**src/rtl/hdmi_timing_gen_pkg.sv**
```systemverilog
// Shared definitions for the HDMI timing generator: RGB565 layout, output
// word packing and the standard 640x480@60 raster constants.
package hdmi_timing_gen_pkg;

  localparam int R_W   = 5;
  localparam int G_W   = 6;
  localparam int B_W   = 5;
  localparam int PIX_W = R_W + G_W + B_W;

  localparam int VGA_H_ACTIVE = 640;
  localparam int VGA_H_FP     = 16;
  localparam int VGA_H_SYNC   = 96;
  localparam int VGA_H_BP     = 48;
  localparam int VGA_V_ACTIVE = 480;
  localparam int VGA_V_FP     = 10;
  localparam int VGA_V_SYNC   = 2;
  localparam int VGA_V_BP     = 33;

  typedef struct packed {
    logic [R_W-1:0] r;
    logic [G_W-1:0] g;
    logic [B_W-1:0] b;
  } rgb565_t;

  // Per-clock decode of the raster position; sync fields are "asserted"
  // flags, polarity is applied only at the output pins.
  typedef struct packed {
    logic active;
    logic hs;
    logic vs;
    logic origin;
  } raster_dec_t;

  // The output stage wants the green field split across the two bytes.
  function automatic logic [PIX_W-1:0] pack_565_swap(input rgb565_t px);
    return {px.g[2:0], px.b, px.r, px.g[5:3]};
  endfunction

endpackage

```
**src/rtl/hdmi_timing_gen_if.sv**
```systemverilog
// Pixel-FIFO and video-output bundle between the timing generator (master)
// and its surroundings (slave).
interface hdmi_timing_gen_if;
  import hdmi_timing_gen_pkg::*;

  logic             enable;
  logic             fifo_empty;
  logic [PIX_W-1:0] fifo_data;
  logic             fifo_rd;
  logic             uf_clear;
  logic             underflow;
  logic             frame_start;
  logic [PIX_W-1:0] p_dta;
  logic             en;
  logic             href;
  logic             vsync;

  modport master (
    input  enable, fifo_empty, fifo_data, uf_clear,
    output fifo_rd, underflow, frame_start, p_dta, en, href, vsync
  );

  modport slave (
    output enable, fifo_empty, fifo_data, uf_clear,
    input  fifo_rd, underflow, frame_start, p_dta, en, href, vsync
  );

endinterface

```
**src/rtl/hdmi_timing_gen_raster_counter.sv**
```systemverilog
// Horizontal/vertical raster counters with active-area and sync decode.
// Counters sit at the origin whenever i_run is low.
module hdmi_timing_gen_raster_counter
  import hdmi_timing_gen_pkg::*;
#(
  parameter int H_ACTIVE = VGA_H_ACTIVE,
  parameter int H_FP     = VGA_H_FP,
  parameter int H_SYNC   = VGA_H_SYNC,
  parameter int H_BP     = VGA_H_BP,
  parameter int V_ACTIVE = VGA_V_ACTIVE,
  parameter int V_FP     = VGA_V_FP,
  parameter int V_SYNC   = VGA_V_SYNC,
  parameter int V_BP     = VGA_V_BP
) (
  input  logic        clk,
  input  logic        reset,
  input  logic        i_run,
  output raster_dec_t o_dec
);

  localparam int H_TOTAL = H_ACTIVE + H_FP + H_SYNC + H_BP;
  localparam int V_TOTAL = V_ACTIVE + V_FP + V_SYNC + V_BP;
  localparam int HW      = $clog2(H_TOTAL);
  localparam int VW      = $clog2(V_TOTAL);

  localparam logic [HW-1:0] H_LAST   = HW'(H_TOTAL - 1);
  localparam logic [HW-1:0] H_ACT_E  = HW'(H_ACTIVE);
  localparam logic [HW-1:0] HS_START = HW'(H_ACTIVE + H_FP);
  localparam logic [HW-1:0] HS_END   = HW'(H_ACTIVE + H_FP + H_SYNC);
  localparam logic [VW-1:0] V_LAST   = VW'(V_TOTAL - 1);
  localparam logic [VW-1:0] V_ACT_E  = VW'(V_ACTIVE);
  localparam logic [VW-1:0] VS_START = VW'(V_ACTIVE + V_FP);
  localparam logic [VW-1:0] VS_END   = VW'(V_ACTIVE + V_FP + V_SYNC);

  logic [HW-1:0] r_h_cnt;
  logic [VW-1:0] r_v_cnt;
  logic          w_h_wrap;
  logic          w_v_wrap;

  assign w_h_wrap = (r_h_cnt == H_LAST);
  assign w_v_wrap = (r_v_cnt == V_LAST);

  always_ff @(posedge clk or negedge reset) begin
    if (!reset) begin
      r_h_cnt <= '0;
      r_v_cnt <= '0;
    end else if (!i_run) begin
      r_h_cnt <= '0;
      r_v_cnt <= '0;
    end else if (w_h_wrap) begin
      r_h_cnt <= '0;
      r_v_cnt <= w_v_wrap ? '0 : r_v_cnt + 1'b1;
    end else begin
      r_h_cnt <= r_h_cnt + 1'b1;
    end
  end

  // vsync decodes from v_cnt alone, so it changes exactly where h_cnt wraps.
  always_comb begin
    o_dec        = '0;
    o_dec.active = (r_h_cnt < H_ACT_E) && (r_v_cnt < V_ACT_E);
    o_dec.hs     = (r_h_cnt >= HS_START) && (r_h_cnt < HS_END);
    o_dec.vs     = (r_v_cnt >= VS_START) && (r_v_cnt < VS_END);
    o_dec.origin = (r_h_cnt == '0) && (r_v_cnt == '0);
  end

endmodule

```
**src/rtl/hdmi_timing_gen.sv**
```systemverilog
// Video timing generator and FWFT pixel fetcher for the HDMI output stage:
// raster timing, RGB565 byte-swap repack, black substitution on underflow.
module hdmi_timing_gen
  import hdmi_timing_gen_pkg::*;
#(
  parameter int H_ACTIVE = VGA_H_ACTIVE,
  parameter int H_FP     = VGA_H_FP,
  parameter int H_SYNC   = VGA_H_SYNC,
  parameter int H_BP     = VGA_H_BP,
  parameter int V_ACTIVE = VGA_V_ACTIVE,
  parameter int V_FP     = VGA_V_FP,
  parameter int V_SYNC   = VGA_V_SYNC,
  parameter int V_BP     = VGA_V_BP,
  parameter int HS_POL   = 0,
  parameter int VS_POL   = 0
) (
  input  logic               clk,
  input  logic               reset,
  hdmi_timing_gen_if.master  bus
);

  localparam logic HS_LVL = (HS_POL != 0);
  localparam logic VS_LVL = (VS_POL != 0);

  logic             r_run;
  logic             w_run;
  logic             w_act;
  logic             w_pop;
  logic             w_under;
  raster_dec_t      w_dec;

  logic             r_en_p1;
  logic             r_rd_p1;
  logic             r_fs_p1;
  logic             r_hs_p1;
  logic             r_vs_p1;
  logic [PIX_W-1:0] r_dta_p1;
  logic             r_uf;
  logic             r_hs_p2;
  logic             r_vs_p2;

  // r_run delays the first counted clock so a fresh enable always starts
  // the raster from a clean origin; dropping enable stops it at once.
  assign w_run   = bus.enable & r_run;
  assign w_act   = w_run & w_dec.active;
  assign w_pop   = w_act & ~bus.fifo_empty;
  assign w_under = w_act & bus.fifo_empty;

  hdmi_timing_gen_raster_counter #(
    .H_ACTIVE (H_ACTIVE),
    .H_FP     (H_FP),
    .H_SYNC   (H_SYNC),
    .H_BP     (H_BP),
    .V_ACTIVE (V_ACTIVE),
    .V_FP     (V_FP),
    .V_SYNC   (V_SYNC),
    .V_BP     (V_BP)
  ) u_raster (
    .clk   (clk),
    .reset (reset),
    .i_run (w_run),
    .o_dec (w_dec)
  );

  // Stage p1: pixel, enable, pop strobe and frame marker for the counter state.
  always_ff @(posedge clk or negedge reset) begin
    if (!reset) begin
      r_run    <= 1'b0;
      r_en_p1  <= 1'b0;
      r_rd_p1  <= 1'b0;
      r_fs_p1  <= 1'b0;
      r_hs_p1  <= 1'b0;
      r_vs_p1  <= 1'b0;
      r_dta_p1 <= '0;
      r_uf     <= 1'b0;
    end else begin
      r_run    <= bus.enable;
      r_en_p1  <= w_act;
      r_rd_p1  <= w_pop;
      r_fs_p1  <= w_run & w_dec.origin;
      r_hs_p1  <= w_run & w_dec.hs;
      r_vs_p1  <= w_run & w_dec.vs;
      r_dta_p1 <= w_pop ? pack_565_swap(rgb565_t'(bus.fifo_data)) : '0;
      if (w_under) begin
        r_uf <= 1'b1;
      end else if (bus.uf_clear) begin
        r_uf <= 1'b0;
      end
    end
  end

  // Stage p2: syncs lag one more clock because the downstream stage registers
  // pixel/enable but not syncs; a dropped enable still deasserts them at once.
  always_ff @(posedge clk or negedge reset) begin
    if (!reset) begin
      r_hs_p2 <= 1'b0;
      r_vs_p2 <= 1'b0;
    end else begin
      r_hs_p2 <= bus.enable & r_hs_p1;
      r_vs_p2 <= bus.enable & r_vs_p1;
    end
  end

  assign bus.en          = r_en_p1;
  assign bus.fifo_rd     = r_rd_p1;
  assign bus.frame_start = r_fs_p1;
  assign bus.p_dta       = r_dta_p1;
  assign bus.underflow   = r_uf;
  assign bus.href        = r_hs_p2 ~^ HS_LVL;
  assign bus.vsync       = r_vs_p2 ~^ VS_LVL;

endmodule

```
**src/flat_wrapper.sv**
```systemverilog
// flat-port wrapper written by rule: the top's interface ports become plain ports
module hdmi_timing_gen_flat import hdmi_timing_gen_pkg::*;
#(
  parameter int H_ACTIVE = VGA_H_ACTIVE,
  parameter int H_FP     = VGA_H_FP,
  parameter int H_SYNC   = VGA_H_SYNC,
  parameter int H_BP     = VGA_H_BP,
  parameter int V_ACTIVE = VGA_V_ACTIVE,
  parameter int V_FP     = VGA_V_FP,
  parameter int V_SYNC   = VGA_V_SYNC,
  parameter int V_BP     = VGA_V_BP,
  parameter int HS_POL   = 0,
  parameter int VS_POL   = 0
)
  (clk, reset, bus_enable, bus_fifo_empty, bus_fifo_data, bus_uf_clear, bus_fifo_rd, bus_underflow, bus_frame_start, bus_p_dta, bus_en, bus_href, bus_vsync);
  hdmi_timing_gen_if bus_i ();
  input  logic clk;
  input  logic reset;
  input wire logic [$bits(bus_i.enable)-1:0] bus_enable;
  input wire logic [$bits(bus_i.fifo_empty)-1:0] bus_fifo_empty;
  input wire logic [$bits(bus_i.fifo_data)-1:0] bus_fifo_data;
  input wire logic [$bits(bus_i.uf_clear)-1:0] bus_uf_clear;
  output wire logic [$bits(bus_i.fifo_rd)-1:0] bus_fifo_rd;
  output wire logic [$bits(bus_i.underflow)-1:0] bus_underflow;
  output wire logic [$bits(bus_i.frame_start)-1:0] bus_frame_start;
  output wire logic [$bits(bus_i.p_dta)-1:0] bus_p_dta;
  output wire logic [$bits(bus_i.en)-1:0] bus_en;
  output wire logic [$bits(bus_i.href)-1:0] bus_href;
  output wire logic [$bits(bus_i.vsync)-1:0] bus_vsync;
  assign bus_i.enable = bus_enable;
  assign bus_i.fifo_empty = bus_fifo_empty;
  assign bus_i.fifo_data = bus_fifo_data;
  assign bus_i.uf_clear = bus_uf_clear;
  assign bus_fifo_rd = bus_i.fifo_rd;
  assign bus_underflow = bus_i.underflow;
  assign bus_frame_start = bus_i.frame_start;
  assign bus_p_dta = bus_i.p_dta;
  assign bus_en = bus_i.en;
  assign bus_href = bus_i.href;
  assign bus_vsync = bus_i.vsync;
  hdmi_timing_gen #(.H_ACTIVE(H_ACTIVE), .H_FP(H_FP), .H_SYNC(H_SYNC), .H_BP(H_BP), .V_ACTIVE(V_ACTIVE), .V_FP(V_FP), .V_SYNC(V_SYNC), .V_BP(V_BP), .HS_POL(HS_POL), .VS_POL(VS_POL)) u_core (.clk(clk), .reset(reset), .bus(bus_i));
endmodule
```
**config.mk**
```make
export PLATFORM = sky130hd
export DESIGN_NAME = hdmi_timing_gen_flat
export DESIGN_NICKNAME = d
export VERILOG_FILES = /design/src/rtl/hdmi_timing_gen_pkg.sv /design/src/rtl/hdmi_timing_gen_if.sv /design/src/rtl/hdmi_timing_gen_raster_counter.sv /design/src/rtl/hdmi_timing_gen.sv /design/src/flat_wrapper.sv
export SDC_FILE = /design/constraint.sdc
export NUM_CORES = 1
export LEC_CHECK = 0
export CORE_UTILIZATION = 25
export DETAILED_ROUTE_END_ITERATION = 12
export DONT_BUFFER_PORTS = 1
export HOLD_SLACK_MARGIN = 0.05
export SYNTH_ARGS = -nofsm -noshare
export SYNTH_HDL_FRONTEND = slang
export SYNTH_SLANG_ARGS = --single-unit
```
**constraint.sdc**
```tcl
create_clock -name clk -period 2.3 [get_ports clk]
set_input_delay 0.46 -clock clk [delete_from_list [all_inputs] [get_ports clk]]
set_output_delay 0.46 -clock clk [all_outputs]
set_load 0.005 [all_outputs]
```
==> summary.md, run 1 <==
| Metric | Value |
|---|---|
| Post-Syn Area | 1960 um^2 |
| Post-CTS Setup Inserts | 0 |
| Largest net degree at the start of global routing | 46 |
| Setup_tns | 0 ps |
| Worst slew pin tran | 454 ps |
| Cell Rows | 31 |
| Vert. Die Dim | 90.6 um |
| Slowest cell on the critical path | dfrtp_1 |
| Clock-pin slew on the worst setup and hold paths | 80 ps |
| Max incr delay on CP | 430 ps |
| Run status | complete, no violations |
| Final Hold Vio Count | 0 |
| Register area share after synthesis | 57.3% |
| CP Max Fanout | 10 |
| First-pass GRT wire length | ~6.7 mm |
| Initial antenna violation count | 0 |
| Gr usage total | about a tenth |
| Hold WC Path Type | input pin to flip-flop |
| CTS max path bufs | 2 |
| First DRT Iteration DRCs | 68 |
| Layout cell share with drive strength beyond 1 | 9.34% |
| Max_cap viols | 0 |
| Synthesized Nets | 203 |
| Setup slack, reg-to-reg | 440 ps |
| CTS tree | done |
| H-Tree Depth | 2 |
| Critical Path, Cell by Cell | ha_1 > and4_1 > a41oi_2 > nor2_2 > mux2_2 |
| I/O pin cnt | 43 |
| EDFF count, synth | 0 |
| Reg2reg start | u_core.u_raster.r_h_cnt[0]$_DFF_PN0_ |
| Synth unique cells | 36 |
| Core Region | 7410 um^2 |
| CP Launch Point | u_core.u_raster.r_h_cnt[0]$_DFF_PN0_ |
| Total power | between 1 and 1.5 mW |
| Vias per Instance | around 4.6 |
| Clk sinks | 45 |
| CP Depth | 5 |
| Num CTS Buffers | 5 |
| Worst R2R End | u_core.u_raster.r_v_cnt[0]$_DFFE_PN0P_ |
| Top Family by Delay on Critical Path | simple AND/OR/NAND/NOR gates |
| Setup Skew | 4.68 ps |
| Peak VDD IR | ~0.21 mV |
| Syn avg cell area | 11.0 um^2 |
| Pwr per Cell Area | 628 nW/um^2 |
| Critical path endpoint category | flip-flop |
| Final nets | approximately 210 |
| Vias in the first global route | 1314 |
| Worst Path Required | about 2500 ps |
| Die Area | 8220 um^2 |
| Residual DRC count | 0 |
| Routed Wire Length | 3.90 mm |
| Synth warn | 0 |
| Gpl congestion | 0.728 |
| Max-slew violation count | 0 |
| DR pass1 iterations | 6 |
| Worst EP arrival | 2100 ps |
| DR WL/cell | 13.9 um |
| Initial Util | 26.5% |
| Final setup viols | 0 |
| Root Buffer | clkbuf_8 |
| Minimum clock period after layout | between 1500 and 2000 ps |
| Critical path capture point | u_core.u_raster.r_v_cnt[0]$_DFFE_PN0P_ |
| Crit Path Class | flip-flop to flip-flop |
| CP Launch Type | flip-flop |
| Relative slew margins | between 60% and 70% |
| Number of synthesized register bits | 45 |
| DR vias | 1299 |
| Worst path bufs/invs | 0 |
| Dpl hpwl | 2.65 mm |
| Synth async-reset ratio | 100% |
| Grt total ovfl | 0 |
| Dominant synthesized flop cell | dfrtp_1 |
| Port Buffers | 0 |
| RSZ-0062 raised after global routing | no |
| Number of antenna diodes | 0 |
| Area Growth Syn to Fin | 10.5% |
| Worst reg-to-reg path cell count | 5 |
| Horiz. Die Dim | 90.6 um |
| Clk Latency, worst-skew pair | approximately 300 ps |
| Post-Syn Instances | approximately 180 |
| Final worst path period share | 80.9% |
| Leak pwr | 0.966 nW |
| Max Clock Freq | around 0.54 GHz |
| Antenna-violating nets left | 0 |
-- state kept, by name, indices dropped and copies added, names as in the netlist --
name                     cells
u_core.u_raster.r_h_cnt     10
u_core.u_raster.r_v_cnt     10
u_core.bus.en                1
u_core.r_hs_p2               1
u_core.bus.underflow         1
u_core.r_run                 1
u_core.bus.p_dta            16
u_core.r_hs_p1               1
u_core.r_vs_p1               1
u_core.bus.frame_start       1
u_core.r_vs_p2               1
u_core.bus.fifo_rd           1
-- how the worst min path moves through the flow --
| stage | from | cells past startpoint | end |
|---|---|---|---|
| after detailed placement | reset | 0 | u_core.u_raster.r_v_cnt[4]$_DFFE_PN0P_ |
| after CTS | bus_enable | 0 | u_core.r_run$_DFF_PN0_ |
| after global routing | bus_enable | 0 | u_core.r_run$_DFF_PN0_ |
| final | bus_enable | 0 | u_core.r_run$_DFF_PN0_ |
| after global placement | reset | 0 | u_core.bus.p_dta[3]$_DFF_PN0_ |
| after floorplan | reset | 0 | u_core.bus.en$_DFF_PN0_ |
-- through the flow --
step | hold WS [ps] | utilization [%] | area [um^2] | setup WS [ps] | instances
after global routing | 170 | 29.3 | 2170 | 325 | 281
after CTS | 174 | 29.3 | 2170 | 451 | 281
after floorplan | 164 | - | 1960 | 654 | 178
after global placement | 168 | 27.7 | 2050 | 521 | 272
final | 185 | 29.3 | 2170 | 438 | 281
after detailed placement | 168 | 27.7 | 2050 | 487 | 272
-- what timing repair did --
| item | CTS | global route |
|---|---|---|
| hold buffers | 2 | 0 |
| hold endpoints to repair | 45 | 0 |
| endpoints found under the setup margin | 0 | 0 |
| gates resized for setup | 0 | 0 |
-- cell usage after synthesis, drive strengths merged, types with 6 or more instances --
library cell / instances / area, um^2
a22o: 8 / 70.1
nor2: 16 / 62.6
dfrtp: 45 / 1130
nor3: 11 / 60.1
and2: 18 / 113
o21ai: 9 / 45.0
nand3: 6 / 30.0
inv: 8 / 30.0
nand2: 12 / 45.0
-- layout make-up --
type / count / area (um^2)
inverters: 8 / 30.0
well taps: 99 / 124
flip-flops and latches: 45 / 1130
clock buffers: 6 / 72.6
clock inverters: 1 / 8.76
repair buffers: 2 / 37.5
fillers: 754 / 5240
multi-input cells: 120 / 772
-- per-layer routing --
metal  wire [um]  vias up  global-route usage (%)
li1            -      617                       -
met4          68        0                    4.84
met2        1760       24                    15.2
met5           0        -                       0
met1        1920      653                    14.4
met3         156        5                    3.11
-- report_power, final --
| group | leakage, nW | switching (mW) | internal, mW |
|---|---|---|---|
| clock | 0.0412 | 0.264 | 0.211 |
| combinational | 0.308 | 0.0443 | 0.0257 |
| sequential | 0.617 | 0.0121 | 0.806 |
-- cells in the final DEF, fill, tap and decap left out, types with 2 or more instances in the layout --
master,instances
and3_1,4
nand3_1,6
and2_1,18
nor2_1,15
clkbuf_8,5
xor2_1,4
nand4_1,4
a22o_1,8
o21ai_0,9
nor2b_1,2
nor4_1,4
inv_1,8
or3_1,2
ha_1,4
dfrtp_1,45
nand2_1,12
nor3_1,10
xnor2_1,3
-- cells by family (layout without fill, tap and decap cells) --
| kind of cell | Yosys count | count (layout) | synth area share [%] |
|---|---|---|---|
| buf+inv | 13 | 17 | 3.38 |
| simple gates | 85 | 85 | 24.2 |
| xor+xnor | 7 | 7 | 3.12 |
| flops | 45 | 45 | 57.3 |
| fa+ha+maj | 4 | 4 | 2.55 |
| mux | 1 | 1 | 0.573 |
| compound gates | 23 | 23 | 8.85 |
No activity file was read; power rests on OpenSTA's default activity.
==> run 2: changes to the inputs <==
--- a/config.mk
+++ b/config.mk
@@ -5,6 +5,7 @@
 export SDC_FILE = /design/constraint.sdc
 export NUM_CORES = 1
 export LEC_CHECK = 0
+export ABC_AREA = 1
 export CORE_UTILIZATION = 25
 export DETAILED_ROUTE_END_ITERATION = 12
 export DONT_BUFFER_PORTS = 1
==> constraint.sdc (replaced) <==
create_clock -name clk -period 1.7 [get_ports clk]
set_input_delay 0.34 -clock clk [delete_from_list [all_inputs] [get_ports clk]]
set_output_delay 0.34 -clock clk [all_outputs]
set_load 0.005 [all_outputs]
==> summary.md, run 2 <==
| Metric | Value |
|---|---|
| Vias in the first global route | 1466 (was 1314) |
| Post-synthesis compound-gate area fraction | 2.30% (was 8.85%) |
| Clk Latency, worst-skew pair | 300 ps (about the same) |
| Worst R2R End | u_core.u_raster.r_v_cnt[6]$_DFFE_PN0P_ (was u_core.u_raster.r_v_cnt[0]$_DFFE_PN0P_) |
| Routing usage on met2 | 15.8% (was 15.2%) |
| Number of synthesized register bits | 45 (unchanged) |
| Final worst path period share | 83.1% (was 80.9%) |
| Most frequent cells in the layout | nand2_1 (63), dfrtp_1 (45), inv_1 (43) (was dfrtp_1 (45), and2_1 (18), nor2_1 (15)) |
| Setup slack, reg-to-reg | 290 ps (was 440 ps) |
| Register area share after synthesis | 53.2% (was 57.3%) |
| Vias per Instance | 4.14 (was 4.62) |
| Dominant synthesized flop cell | dfrtp_1 (unchanged) |
| Peak VDD IR | 0.305 mV (was 0.215 mV) |
| Most frequent CP cell | nand2_1 |
| Area Growth Syn to Fin | 11.7% (was 10.5%) |
| First DRT Iteration DRCs | 65 (was 68) |
| Share of the synthesized area in the top cell type | 53.2% (was 57.3%) |
| Residual DRC count | 0 (unchanged) |
| First-pass GRT wire length | 6.89 mm (was 6.75 mm) |
| Run status | complete, no violations (unchanged) |
| Number of antenna diodes | 0 (unchanged) |
| Min-Delay Endpoint | u_core.bus.p_dta[15]$_DFF_PN0_ (was u_core.r_run$_DFF_PN0_) |
| XOR/XNOR Fraction of Synth Area | 1.65% (was 3.12%) |
| H-Tree Depth | 2 (unchanged) |
| Fillers | 850 (was 754) |
| Max_cap viols | 0 (unchanged) |
| Root Buffer | clkbuf_8 (unchanged) |
| Post-Syn Area | 2120 um^2 (was 1960 um^2) |
| Clock-pin slew on the worst setup and hold paths | 90 ps (was 80 ps) |
| CP Launch Type | flip-flop (unchanged) |
| Num CTS Buffers | 5 (unchanged) |
| Synth async-reset ratio | 100% (unchanged) |
| Horiz. Die Dim | 94.1 um (was 90.6 um) |
| Worst EP arrival | 1600 ps (was 2100 ps) |
| Largest net degree at the start of global routing | 46 (unchanged) |
| RSZ-0062 raised after global routing | no (unchanged) |
| GR peak layer | met2 (unchanged) |
| Synth unique cells | 27 (was 36) |
| Relative slew margins | 76.9% (was 69.5%) |
| Gr usage total | 9.98% (was 10.5%) |
| Critical Path, Cell by Cell | ha_1 > nand2_1 > nor2_2 > nand3_2 > nand2_2 > inv_2 > nand2_1 > o21ai_0 (was ha_1 > and4_1 > a41oi_2 > nor2_2 > mux2_2) |
| Worst Path Required | 1890 ps (was 2540 ps) |
| Hold WC Path Type | input pin to flip-flop (unchanged) |
| Pwr per Cell Area | 791 nW/um^2 (was 628 nW/um^2) |
| Routed Wire Length | 4.00 mm (was 3.90 mm) |
| Initial Util | 25.8% (was 26.5%) |
| Vert. Die Dim | 94.1 um (was 90.6 um) |
| Max reg flops | 16 (unchanged) |
| Crit Path Class | flip-flop to flip-flop (unchanged) |
| CTS tree | done (unchanged) |
| DR vias | 1525 (was 1299) |
| EDFF count, synth | 0 (unchanged) |
| Simple-Gate Fraction of Synth Area | 30.8% (was 24.2%) |
| Multiplexer area fraction after synthesis | 0% (was 0.573%) |
| Layout cell share with drive strength beyond 1 | 12.2% (was 9.34%) |
| Final setup viols | 0 (unchanged) |
| Core Region | 8220 um^2 (was 7410 um^2) |
| CTS max path bufs | 2 (unchanged) |
| Largest area contributor in the netlist | dfrtp_1 (unchanged) |
| Max incr delay on CP | 390 ps (was 430 ps) |
| Syn avg cell area | 8.31 um^2 (was 11.0 um^2) |
| Slowest cell on the critical path | dfrtp_1 (unchanged) |
| Port Buffers | 0 (unchanged) |
| Setup Skew | 8.45 ps (was 4.68 ps) |
| Most common cell after layout, fill and taps aside | nand2_1 (was dfrtp_1) |
| Largest family of logic cells by synthesized area | simple AND/OR/NAND/NOR gates (unchanged) |
| Cell with the most instances after synthesis | nand2_1 (was dfrtp_1) |
| DR pass1 iterations | 4 (was 6) |
| Cell Rows | 33 (was 31) |
| Die Area | 8850 um^2 (was 8220 um^2) |
| Hold path depth | 2 (was 0) |
| Worst hold slack | 130 ps (was 185 ps) |
| Synth warn | 0 (unchanged) |
| Final nets | 287 (was 207) |
| Grt total ovfl | 0 (unchanged) |
| Max Clock Freq | 0.708 GHz (was 0.537 GHz) |
| Initial antenna violation count | 0 (unchanged) |
| Top cells by count, synth | nand2_1 (63), dfrtp_1 (45), inv_1 (43) (was dfrtp_1 (45), and2_1 (18), nor2_1 (15)) |
| Leak pwr | 1.23 nW (was 0.966 nW) |
| Antenna-violating nets left | 0 (unchanged) |
| Worst slew pin tran | 346 ps (was 454 ps) |
| GR Util met3 | 2.59% (was 3.11%) |
| Clk sinks | 45 (unchanged) |
| Setup_tns | 0 ps (unchanged) |
| Met1 GRT Util | 12.7% (was 14.4%) |
| Dpl hpwl | 2.90 mm (was 2.65 mm) |
| Gpl congestion | 0.833 (was 0.728) |
| Final Hold Vio Count | 0 (unchanged) |
| Synthesized Nets | 280 (was 203) |
| Area contributors post-synth | dfrtp_1 (53%), nand2_1 (11%), inv_1 (7.6%), nor2_1 (5.5%), nor2_2 (3.8%) (was dfrtp_1 (57%), and2_1 (5.7%), a22o_1 (3.6%), nor2_1 (2.9%), ha_1 (2.5%)) |
| Post-synthesis adder-cell area fraction | 2.36% (was 2.55%) |
| Worst reg-to-reg path cell count | 8 (was 5) |
| HP Start | bus_fifo_data[7] (was bus_enable) |
| DR WL/cell | 10.9 um (was 13.9 um) |
| CP Max Fanout | 14 (was 10) |
| Critical path endpoint category | flip-flop (unchanged) |
| Post-Syn Instances | 255 (was 178) |
| Minimum clock period after layout | 1410 ps (was 1860 ps) |
| Reg2reg start | u_core.u_raster.r_h_cnt[0]$_DFF_PN0_ (unchanged) |
| I/O pin cnt | 43 (unchanged) |
| Max-slew violation count | 0 (unchanged) |
[run 2: changes by cell type after synthesis, sizes merged, moves of 4 or more]
cell,delta
a22o,-8
and2,-18
inv,+37
nand2,+54
nand3,+10
nor2,+28
nor3,-4
o21ai,-6
[run 2: routing by layer]
metal | vias up | wire length (um)
met3 | 5 | 141
li1 | 788 | -
met2 | 28 | 1990
met1 | 704 | 1790
met4 | 0 | 72
met5 | - | 0
[run 2: worst max-delay path: cells and delay by family (launching register included)]
family / cells / cell delay, ps
AOI/OAI and AO/OA: 1 / 70
adders and majority gates: 1 / 210
buffers and inverters: 1 / 120
DFF: 1 / 390
and+or+nand+nor: 5 / 520
[run 2: logic make-up (layout without fill, tap and decap cells)]
family,count (synthesis),after routing
adder cells (fa/ha/maj),4,4
buffers and inverters,50,58
AO/OA/AOI/OAI,9,9
flip-flops,45,45
XOR/XNOR,4,4
AND/OR/NAND/NOR,143,143
[run 2: worst max path at each step]
stage / slack, ps / startpoint / cells after the start / to
6_report: 290 / u_core.u_raster.r_h_cnt[0]$_DFF_PN0_ / 8 / u_core.u_raster.r_v_cnt[6]$_DFFE_PN0P_
5_1_grt: 40 / u_core.u_raster.r_h_cnt[0]$_DFF_PN0_ / 8 / u_core.u_raster.r_v_cnt[6]$_DFFE_PN0P_
4_1_cts: 280 / u_core.u_raster.r_h_cnt[0]$_DFF_PN0_ / 8 / u_core.u_raster.r_v_cnt[7]$_DFFE_PN0P_
3_5_place_dp: 290 / u_core.u_raster.r_h_cnt[0]$_DFF_PN0_ / 8 / u_core.u_raster.r_v_cnt[7]$_DFFE_PN0P_
3_3_place_gp: 330 / u_core.u_raster.r_h_cnt[0]$_DFF_PN0_ / 8 / u_core.u_raster.r_v_cnt[7]$_DFFE_PN0P_
2_1_floorplan: 370 / u_core.u_raster.r_h_cnt[0]$_DFF_PN0_ / 9 / u_core.u_raster.r_v_cnt[4]$_DFFE_PN0P_
[run 2: timing repair]
action	CTS	global route
hold buffers	2	1
setup buffers	0	0
resized for setup	0	0
hold endpoints to repair	45	1
[run 2: stage by stage]
| step | cell area (um^2) | setup WS (ps) | instances | utilization, % | power [mW] |
|---|---|---|---|---|---|
| after floorplan | 2120 | 372 | 255 | - | 1.17 |
| after CTS | 2360 | 279 | 367 | 28.7 | 1.91 |
| after global routing | 2370 | 35.1 | 368 | 28.8 | 1.96 |
| after global placement | 2220 | 329 | 357 | 27.1 | 1.18 |
| final | 2370 | 287 | 368 | 28.8 | 1.87 |
| after detailed placement | 2220 | 285 | 357 | 27.1 | 1.18 |
[run 2: cell type report]
type / instances / area [um^2] / area share (%)
multi-input combinational: 160 / 787 / 33.3
clock buffer: 5 / 68.8 / 2.91
tap: 105 / 131 / 5.55
timing repair buffer: 4 / 55.1 / 2.33
clock inverter: 3 / 25.0 / 1.06
sequential: 45 / 1130 / 47.6
inverter: 46 / 173 / 7.30
[run 2: report_power, final]
| group | internal [mW] | switching (mW) |
|---|---|---|
| Clock | 0.297 | 0.386 |
| Combinational | 0.0281 | 0.0610 |
| Sequential | 1.09 | 0.0114 |
| Total | 1.41 | 0.458 |
==> run 3: changes to the inputs <==
==> constraint.sdc (replaced) <==
create_clock -name clk -period 1.5 [get_ports clk]
set_input_delay 0.3 -clock clk [delete_from_list [all_inputs] [get_ports clk]]
set_output_delay 0.3 -clock clk [all_outputs]
set_load 0.005 [all_outputs]
==> summary.md, run 3 (synthesized netlist as in run 2, its figures left out) <==
| Metric | Value |
|---|---|
| Relative slew margins | 77.7% (was 76.9%) |
| Layout cell share with drive strength beyond 1 | 13.2% (was 12.2%) |
| First DRT Iteration DRCs | 73 (was 65) |
| Grt total ovfl | 0 (unchanged) |
| Max incr delay on CP | 390 ps (about the same) |
| First-pass GRT wire length | 6.83 mm (was 6.89 mm) |
| Port Buffers | 0 (unchanged) |
| Minimum clock period after layout | 1350 ps (was 1410 ps) |
| Max_cap viols | 0 (unchanged) |
| Comb power frac | 5.0% (was 4.8%) |
| Clk sinks | 45 (unchanged) |
| I/O pin cnt | 43 (unchanged) |
| Max-slew violation count | 0 (unchanged) |
| Final Hold Vio Count | 0 (unchanged) |
| RSZ-0062 raised after global routing | no (unchanged) |
| DR WL/cell | 10.8 um (was 10.9 um) |
| Hold WC Path Type | input pin to flip-flop (unchanged) |
| Setup Skew | 6.84 ps (was 8.45 ps) |
| CTS max path bufs | 2 (unchanged) |
| Horiz. Die Dim | 94.1 um (unchanged) |
| Antenna-violating nets left | 0 (unchanged) |
| Final nets | 289 (was 287) |
| Vert. Die Dim | 94.1 um (unchanged) |
| Seq pwr share | 58.8% (was 58.7%) |
| Worst slew pin tran | 334 ps (was 346 ps) |
| DR vias | 1527 (was 1525) |
| Gpl congestion | 0.844 (was 0.833) |
| Leak pwr | 1.25 nW (was 1.23 nW) |
| Critical Path, Cell by Cell | ha_2 > nand2_1 > nor2_2 > nand3_2 > nand2_4 > inv_4 > nand2_1 > o21ai_0 (was ha_1 > nand2_1 > nor2_2 > nand3_2 > nand2_2 > inv_2 > nand2_1 > o21ai_0) |
| Initial antenna violation count | 0 (unchanged) |
| Worst EP arrival | 1530 ps (was 1600 ps) |
| Final worst path period share | 89.7% (was 83.1%) |
| H-Tree Depth | 2 (unchanged) |
| CP Max Fanout | 14 (unchanged) |
| Most common cell after layout, fill and taps aside | nand2_1 (unchanged) |
| Met1 GRT Util | 12.7% (unchanged) |
| GR Util met3 | 2.67% (was 2.59%) |
| Pwr per Cell Area | 884 nW/um^2 (was 791 nW/um^2) |
| NetSw | 519 uW (was 458 uW) |
| Root Buffer | clkbuf_8 (unchanged) |
| Number of antenna diodes | 0 (unchanged) |
| GR peak layer | met2 (unchanged) |
| Setup_tns | 0 ps (unchanged) |
| Run status | complete, no violations (unchanged) |
| Clk Latency, worst-skew pair | 300 ps (about the same) |
| Critical path endpoint category | flip-flop (unchanged) |
| Clock share of power | 36.2% (was 36.5%) |
| Core Region | 8220 um^2 (unchanged) |
| Max reg flops | 16 (unchanged) |
| Total power | 2.12 mW (was 1.87 mW) |
| Worst Path Required | 1690 ps (was 1890 ps) |
| Largest net degree at the start of global routing | 46 (unchanged) |
| Most frequent CP cell | nand2_1 (unchanged) |
| Internal | 1.60 mW (was 1.41 mW) |
| Gr usage total | 9.87% (was 9.98%) |
| Die Area | 8850 um^2 (unchanged) |
| Crit Path Class | flip-flop to flip-flop (unchanged) |
| Pre-CTS setup slack | 92.6 ps (was 285 ps) |
| Clock-pin slew on the worst setup and hold paths | 90 ps (about the same) |
| CTS tree | done (unchanged) |
| Max Clock Freq | 0.743 GHz (was 0.708 GHz) |
| Vias in the first global route | 1440 (was 1466) |
| Peak VDD IR | 0.315 mV (was 0.305 mV) |
| Initial Util | 25.8% (unchanged) |
| Area Growth Syn to Fin | 13.0% (was 11.7%) |
| Routing usage on met2 | 15.6% (was 15.8%) |
| Num CTS Buffers | 5 (unchanged) |
| Final setup viols | 0 (unchanged) |
| Slowest cell on the critical path | dfrtp_1 (unchanged) |
| Final core utilization | 29.1% (was 28.8%) |
| Sw Ratio | 24.5% (about the same) |
| Dpl hpwl | 2.88 mm (was 2.90 mm) |
| Cell Rows | 33 (unchanged) |
| Fin worst setup slack | 154 ps (was 287 ps) |
| Residual DRC count | 0 (unchanged) |
| Routed Wire Length | 4.01 mm (was 4.00 mm) |
| Vias per Instance | 4.13 (was 4.14) |
| Most frequent cells in the layout | nand2_1 (63), dfrtp_1 (45), inv_1 (43) (unchanged) |
| DR pass1 iterations | 4 (unchanged) |
| CP Launch Type | flip-flop (unchanged) |
run 3: cell count changes in the layout (fill, tap and decap cells not counted), sizes merged:
cell / change
clkinv: +2
clkinvlp: -1
buf: +2
inv: -1
run 3: area by class of cell:
type,count,area [um^2]
Tap cell,105,131
Multi-Input combinational cell,160,800
Timing Repair Buffer,6,70.1
Clock buffer,5,68.8
Sequential cell,45,1130
Inverter,46,175
Clock inverter,3,22.5
Fill cell,839,5820
run 3: final timing paths:
kind | from | to | slack, ps | cells past startpoint
setup / recovery | u_core.u_raster.r_h_cnt[0]$_DFF_PN0_ | u_core.u_raster.r_v_cnt[7]$_DFFE_PN0P_ | 150 | 8
hold / removal | bus_fifo_data[7] | u_core.bus.p_dta[15]$_DFF_PN0_ | 90 | 2
setup reg to reg | u_core.u_raster.r_h_cnt[0]$_DFF_PN0_ | u_core.u_raster.r_v_cnt[7]$_DFFE_PN0P_ | 150 | 8
hold reg to reg | u_core.r_hs_p1$_DFF_PN0_ | u_core.r_hs_p2$_DFF_PN0_ | 440 | 2
max in group asynchronous | reset | u_core.u_raster.r_h_cnt[0]$_DFF_PN0_ | 790 | 2
min in group asynchronous | reset | u_core.u_raster.r_v_cnt[3]$_DFFE_PN0P_ | 510 | 2
run 3: routing by layer:
layer	up-vias	routed length, um	part of all wire, %
met5	-	0	0
met4	0	62	1.5
met1	708	1890	47
li1	794	-	-
met2	18	1950	48
met3	7	116	2.9
run 3: metrics by stage:
step / instances / area, um^2 / hold slack [ps]
floorplan: 255 / 2120 / 4.41
global placement: 358 / 2230 / 6.97
detailed placement: 358 / 2230 / 7.21
CTS: 369 / 2370 / 82.6
global route: 370 / 2390 / 83.7
finish: 370 / 2390 / 90.0
run 3: timing repair:
action,CTS,global route
endpoints found under the hold margin,46,0
gates resized for setup,0,6
setup buffers,0,1
hold buffers,3,0
endpoints found under the setup margin,0,12
run 3: critical path: cells and delay by family (launching register included):
kind,cells,cell delay (ps)
AND/OR/NAND/NOR,5,510
flip-flops,1,390
AO/OA/AOI/OAI,1,60
buffers and inverters,1,70
adder cells (fa/ha/maj),1,200
run 3: power by group through the flow:
stage / registers [mW] / logic [mW] / clock network, mW
floorplan: 1.27 / 0.0572 / 0
global route: 1.25 / 0.123 / 0.846
finish: 1.25 / 0.105 / 0.766
CTS: 1.25 / 0.105 / 0.801
global placement: 1.27 / 0.0649 / 0
detailed placement: 1.27 / 0.0665 / 0
